[src/rtl/program_monitor.sv]
// Program-run monitor: watches a CPU's PC and data stores, detects end of program
// (stalled PC or tohost store) or timeout, then grades per-channel results.
module program_monitor #(
    parameter int unsigned N_CH        = 2,
    parameter int unsigned TIMEOUT     = 1000,
    parameter int unsigned HALT_STABLE = 4,
    parameter logic [31:0] TOHOST_ADDR = 32'h0000_0FFC
) (
    input  logic                 clk_i,
    input  logic                 reset_ni,
    input  logic                 start_i,
    input  logic [31:0]          rom_addr_i,
    input  logic                 mem_wr_sig_i,
    input  logic [31:0]          mem_addr_i,
    input  logic [31:0]          mem_wr_data_i,
    input  logic [N_CH*32-1:0]   obs_value_i,
    input  logic [N_CH*32-1:0]   exp_value_i,
    input  logic [N_CH-1:0]      ch_en_i,
    output logic                 done_o,
    output logic                 pass_o,
    output logic                 timeout_o,
    output logic [N_CH-1:0]      fail_mask_o,
    output logic [31:0]          cycle_count_o,
    output logic [31:0]          tohost_code_o
);

    typedef enum logic [1:0] {StIdle, StRun, StCheck, StDone} state_e;

    state_e            state_q, state_d;
    logic [31:0]       cycle_count_q, cycle_count_d;
    logic [31:0]       stable_q, stable_d;
    logic [31:0]       prev_pc_q, prev_pc_d;
    logic              first_q, first_d;
    logic [N_CH-1:0]   fail_mask_q, fail_mask_d;
    logic [31:0]       tohost_code_q, tohost_code_d;
    logic              done_q, done_d;
    logic              pass_q, pass_d;
    logic              timeout_q, timeout_d;

    logic              pc_eq, pc_halt, tohost_hit, halt, tmo;
    logic [31:0]       cnt_inc;
    logic [N_CH-1:0]   mismatch;

    always_comb begin
        // prev_pc holds no valid sample in the first RUN cycle
        pc_eq      = !first_q && (rom_addr_i == prev_pc_q);
        pc_halt    = pc_eq && (stable_q == 32'(HALT_STABLE - 1));
        tohost_hit = mem_wr_sig_i && (mem_addr_i == TOHOST_ADDR);
        halt       = pc_halt || tohost_hit;
        cnt_inc    = (cycle_count_q == 32'hFFFF_FFFF) ? cycle_count_q : cycle_count_q + 32'd1;
        tmo        = cnt_inc >= 32'(TIMEOUT);
        for (int i = 0; i < int'(N_CH); i++) begin
            mismatch[i] = ch_en_i[i] && (obs_value_i[32*i +: 32] != exp_value_i[32*i +: 32]);
        end
    end

    always_ff @(posedge clk_i or negedge reset_ni) begin
        if (!reset_ni) begin
            state_q <= StIdle;
        end else begin
            state_q <= state_d;
        end
    end

    always_comb begin
        state_d = state_q;
        if (start_i) begin
            state_d = StRun;
        end else begin
            case (state_q)
                StRun: begin
                    if (halt) begin
                        state_d = StCheck;
                    end else if (tmo) begin
                        state_d = StDone;
                    end
                end
                StCheck: state_d = StDone;
                default: state_d = state_q;
            endcase
        end
    end

    always_comb begin
        cycle_count_d = cycle_count_q;
        stable_d      = stable_q;
        prev_pc_d     = prev_pc_q;
        first_d       = first_q;
        fail_mask_d   = fail_mask_q;
        tohost_code_d = tohost_code_q;
        done_d        = done_q;
        pass_d        = pass_q;
        timeout_d     = timeout_q;
        if (start_i) begin
            cycle_count_d = '0;
            stable_d      = '0;
            prev_pc_d     = '0;
            first_d       = 1'b1;
            fail_mask_d   = '0;
            tohost_code_d = '0;
            done_d        = 1'b0;
            pass_d        = 1'b0;
            timeout_d     = 1'b0;
        end else begin
            case (state_q)
                StRun: begin
                    cycle_count_d = cnt_inc;
                    prev_pc_d     = rom_addr_i;
                    stable_d      = pc_eq ? stable_q + 32'd1 : '0;
                    first_d       = 1'b0;
                    if (tohost_hit) begin
                        tohost_code_d = mem_wr_data_i;
                    end
                    if (!halt && tmo) begin
                        done_d      = 1'b1;
                        timeout_d   = 1'b1;
                        pass_d      = 1'b0;
                        fail_mask_d = '0;
                    end
                end
                StCheck: begin
                    fail_mask_d = mismatch;
                    done_d      = 1'b1;
                    pass_d      = (mismatch == '0) && (tohost_code_q == '0);
                end
                default: ;
            endcase
        end
    end

    always_ff @(posedge clk_i or negedge reset_ni) begin
        if (!reset_ni) begin
            cycle_count_q <= '0;
            stable_q      <= '0;
            prev_pc_q     <= '0;
            first_q       <= 1'b0;
            fail_mask_q   <= '0;
            tohost_code_q <= '0;
            done_q        <= 1'b0;
            pass_q        <= 1'b0;
            timeout_q     <= 1'b0;
        end else begin
            cycle_count_q <= cycle_count_d;
            stable_q      <= stable_d;
            prev_pc_q     <= prev_pc_d;
            first_q       <= first_d;
            fail_mask_q   <= fail_mask_d;
            tohost_code_q <= tohost_code_d;
            done_q        <= done_d;
            pass_q        <= pass_d;
            timeout_q     <= timeout_d;
        end
    end

    always_comb begin
        done_o        = done_q;
        pass_o        = pass_q;
        timeout_o     = timeout_q;
        fail_mask_o   = fail_mask_q;
        cycle_count_o = cycle_count_q;
        tohost_code_o = tohost_code_q;
    end

endmodule

[config.mk]
export PLATFORM = sky130hd
export DESIGN_NAME = program_monitor
export DESIGN_NICKNAME = d
export VERILOG_FILES = /design/src/rtl/program_monitor.sv
export SDC_FILE = /design/constraint.sdc
export NUM_CORES = 1
export LEC_CHECK = 0
export ABC_CLOCK_PERIOD_IN_PS = 4300
export CORE_MARGIN = 4
export CORE_UTILIZATION = 35
export CTS_BUF_LIST = sky130_fd_sc_hd__clkbuf_16
export DETAILED_ROUTE_END_ITERATION = 16
export MAX_ROUTING_LAYER = met4
export PLACE_DENSITY = 0.63
export REMOVE_ABC_BUFFERS = 1
export SLEW_MARGIN = 20
export SYNTH_ARGS = -nofsm -noshare
export SYNTH_HDL_FRONTEND = slang
export SYNTH_SLANG_ARGS = --single-unit
[constraint.sdc]
create_clock -name clk_i -period 4.3 [get_ports clk_i]
set_clock_uncertainty 0.1 [all_clocks]
set_input_delay 0.645 -clock clk_i [delete_from_list [all_inputs] [get_ports clk_i]]
set_output_delay 0.645 -clock clk_i [all_outputs]
set_load 0.01 [all_outputs]
==> impl_metrics.csv <==
group,metric,value,unit
outcome,outcome,"finished, final reports clean",
placement,hpwl,23300,µm
detailed_routing,met3WireLength,2090,µm
detailed_routing,wl_met2,16000,µm
critical_path,path_max_fanout,13,
layout,final-seq-area,3400,µm²
critical_path,critical-path-slowest-cell,"and4_1",
floorplan,fp.dieArea,26300,µm²
detailed_routing,final_antenna_net_count,0,
timing,whs,0.206,ns
placement,gp_congestion,0.939,
grt,gr-total-overflow,0,
pwr,ir_drop,0.000185,V
logic_synthesis,synth_edf_count,0,
timing,fmax,0.294,GHz
layout,layout_commonest_cell,"clkdlybuf4s50_1",
clock_network,root_buffer,"clkbuf_16",
critical_path,cp_cell_sequence,"and4_1 > nand2_1 > nor4_4 > nor3b_1 > xor2_1 > or3_1 > o211a_4 > o31a_1",
clock_network,cts_tree,"done",
detailed_routing,drt_pass1_iterations,5,
detailed_routing,drt_iter0_markers,871,
timing,period_share,0.791,
logic_synthesis,ys_seq_area_frac,0.409,
timing,tns,0,ns
timing,setup_slack,0.898,ns
logic_synthesis,synth-xor-area-share,0.155,
logic_synthesis,ys_types,59,
placement,dp_cells,1544,
timing,relSlewSlack,0.404,
grt,grt_usage,0.232,
critical_path,cp_num_buf_inv,0,
floorplan,rows,56,
floorplan,ios,299,
logic_synthesis,yosysWarnings,0,
logic_synthesis,syn-cell-area,8310,µm²
logic_synthesis,muxShareOfSynthArea,0.00391,
clock_network,postCtsSetupRepairBufs,0,
logic_synthesis,syn_inst,968,
floorplan,die_height,162,µm
detailed_routing,vias_per_cell,5.25,
timing,period_needed,3.40,ns
floorplan,initial_core_util,0.355,
layout,mostFrequentLayoutCells,"clkdlybuf4s50_1, nand2_1, dfrtp_1",
logic_synthesis,synth_top_family_by_area,"simple AND/OR/NAND/NOR gates",
clock_network,clkSinkCount,136,
clock_network,cts_hold_repair.buffers,0,
logic_synthesis,yosysTopAreaCell,"dfrtp_1",
timing,worst_pin_slew,0.894,ns
pwr,finalPower,3.29,mW
logic_synthesis,synth.ff_latch_count,136,
detailed_routing,vias,8338,
layout,fillCellCount,2295,
critical_path,startpoint_type,"flip-flop",
layout,area_growth,46.9,%
grt,grt_pass1_wl,46100,µm
placement,pre_cts_slack,0.816,ns
timing,rsz0062_at_grt,"false",
logic_synthesis,synthAdderAreaFrac,0.00301,
clock_network,clock_latency,0.42,ns
placement,port-buffer-count,298,
floorplan,die_w,162,µm
layout,layout-drive-gt1-share,0.0525,
critical_path,worstSetupPathType,"reg2reg",
logic_synthesis,postSynthAreaPerCell,8.59,µm²
logic_synthesis,synth_async_sr_flop_share,1.00,
clock_network,cts_max_path_buffers,2,
critical_path,crit_arrival,3.60,ns
pwr,p_leak,4.77,nW
timing,slew_viol_final,0,
floorplan,coreArea,23400,µm²
grt,grt_antenna_before_repair,11,
detailed_routing,dr.max_layer_used,"met4",
layout,multi_input_area,4670,µm²
logic_synthesis,synthFlopType,"dfrtp_1",
pwr,pwr_density_cell,270,nW/µm²
timing,final-setup-viol-count,0,
critical_path,end_kind,"flip-flop",
logic_synthesis,yosys.area.top_type_share,0.409,
flow_run,maxCapViolCount,0,
clock_network,h-tree-depth,4,
timing,finalHoldViolCount,0,
clock_network,cts_resized,0,
detailed_routing,drc,0,
layout,nNetsFinal,1476,
clock_network,cts_buffers,17,
critical_path,required,4.50,ns
min_path,hold_path_class,"in2async",
detailed_routing,wl_per_cell,19.1,µm
detailed_routing,wl,30400,µm
layout,instances_no_fill,1587,
grt,grt_max_degree,97,
logic_synthesis,synth_compound_area_frac,0.111,
critical_path,cp_top_family,"simple AND/OR/NAND/NOR gates",
logic_synthesis,synth.area.top_cells,"dfrtp_1, xor2_1, nand2_1",
logic_synthesis,synthSimpleGateAreaFrac,0.287,
grt,grt_pass1_vias,8332,
clock_network,clk_pin_slew,0.07,ns
critical_path,critical-path-max-stage-delay,0.59,ns
detailed_routing,wl_met1,11600,µm
==> worst paths after layout <==
kind	slack (ns)	endpoint	startpoint	cells after the start
max in group asynchronous	2.98	cycle_count_o[3]	reset_ni	2
hold reg to reg	0.39	stable_q[31]	stable_q[31]	1
min in group clk_i	0.39	stable_q[31]	stable_q[31]	1
hold / removal	0.21	prev_pc_q[25]	reset_ni	1
setup reg to reg	0.90	done_o	cycle_count_o[4]	8
setup / recovery	0.90	done_o	cycle_count_o[4]	8
==> metrics by stage <==
stage / cell area [µm²] / util
finish: 12200 / 0.522
global route: 12200 / 0.522
CTS: 12200 / 0.521
detailed placement: 11600 / 0.494
global placement: 11600 / 0.494
floorplan: 8090 / -
==> final cells by class <==
cell class                      instances  share of cell area
Multi-Input combinational cell        773               0.382
Sequential cell                       136               0.279
Timing Repair Buffer                  309               0.251
Clock buffer                           17              0.0348
Tap cell                              319              0.0327
Clock inverter                         15              0.0163
Antenna cell                           11             0.00225
Inverter                                7             0.00215
==> state kept, by name (all words and copies together), names as in the netlist <==
| register | flops |
|---|---|
| done_o | 1 |
| state_q | 2 |
| fail_mask_o | 2 |
| prev_pc_q | 32 |
| stable_q | 32 |
| cycle_count_o | 32 |
| first_q | 1 |
| pass_o | 1 |
| timeout_o | 1 |
| tohost_code_o | 32 |
==> Yosys cell counts, types with 2 or more instances <==
| master | n |
|---|---|
| ha_1 | 2 |
| nor4_4 | 2 |
| nor3_1 | 19 |
| and3_1 | 10 |
| nand4_1 | 39 |
| and4_1 | 12 |
| nand4b_1 | 2 |
| clkbuf_1 | 34 |
| or4_1 | 4 |
| nor3b_1 | 4 |
| xor2_1 | 95 |
| buf_1 | 3 |
| a22o_1 | 3 |
| nor4b_1 | 3 |
| nor2_1 | 76 |
| and2_1 | 6 |
| nand3_1 | 40 |
| inv_1 | 6 |
| nand2_1 | 182 |
| o21a_1 | 2 |
| or3_1 | 8 |
| o21ai_0 | 26 |
| o31a_1 | 2 |
| o22ai_1 | 4 |
| a41oi_1 | 2 |
| buf_2 | 10 |
| buf_4 | 5 |
| nand4_4 | 2 |
| o31ai_1 | 10 |
| nor4_1 | 45 |
| dfrtp_1 | 136 |
| a211oi_1 | 5 |
| nor2b_1 | 3 |
| o41ai_1 | 3 |
| mux2_2 | 2 |
| xnor2_1 | 52 |
| nand2b_1 | 3 |
| nor4_2 | 2 |
| a31oi_1 | 5 |
| a211o_1 | 2 |
| or2_2 | 2 |
| nand4_2 | 3 |
| a21oi_1 | 76 |
==> cells by family after synthesis <==
group,count (synthesis)
xor gates and xnor gates,147
muxes,3
DFF,136
buffers and inverters,59
AOI/OAI and AO/OA,149
and+or+nand+nor,472
adders and majority gates,2
==> metal layers <==
metal / up-vias / GRT usage
met2: 311 / 0.400
met5: - / -
met4: 0 / 0.0861
li1: 3984 / -
met3: 37 / 0.0510
met1: 4006 / 0.264
==> where the power goes <==
group          switching, mW  internal [mW]  total (mW)
logic                  0.145          0.249       0.394
registers             0.0158           1.30        1.31
clock network          0.612          0.973        1.59
No activity file was read; power rests on OpenSTA's default activity.
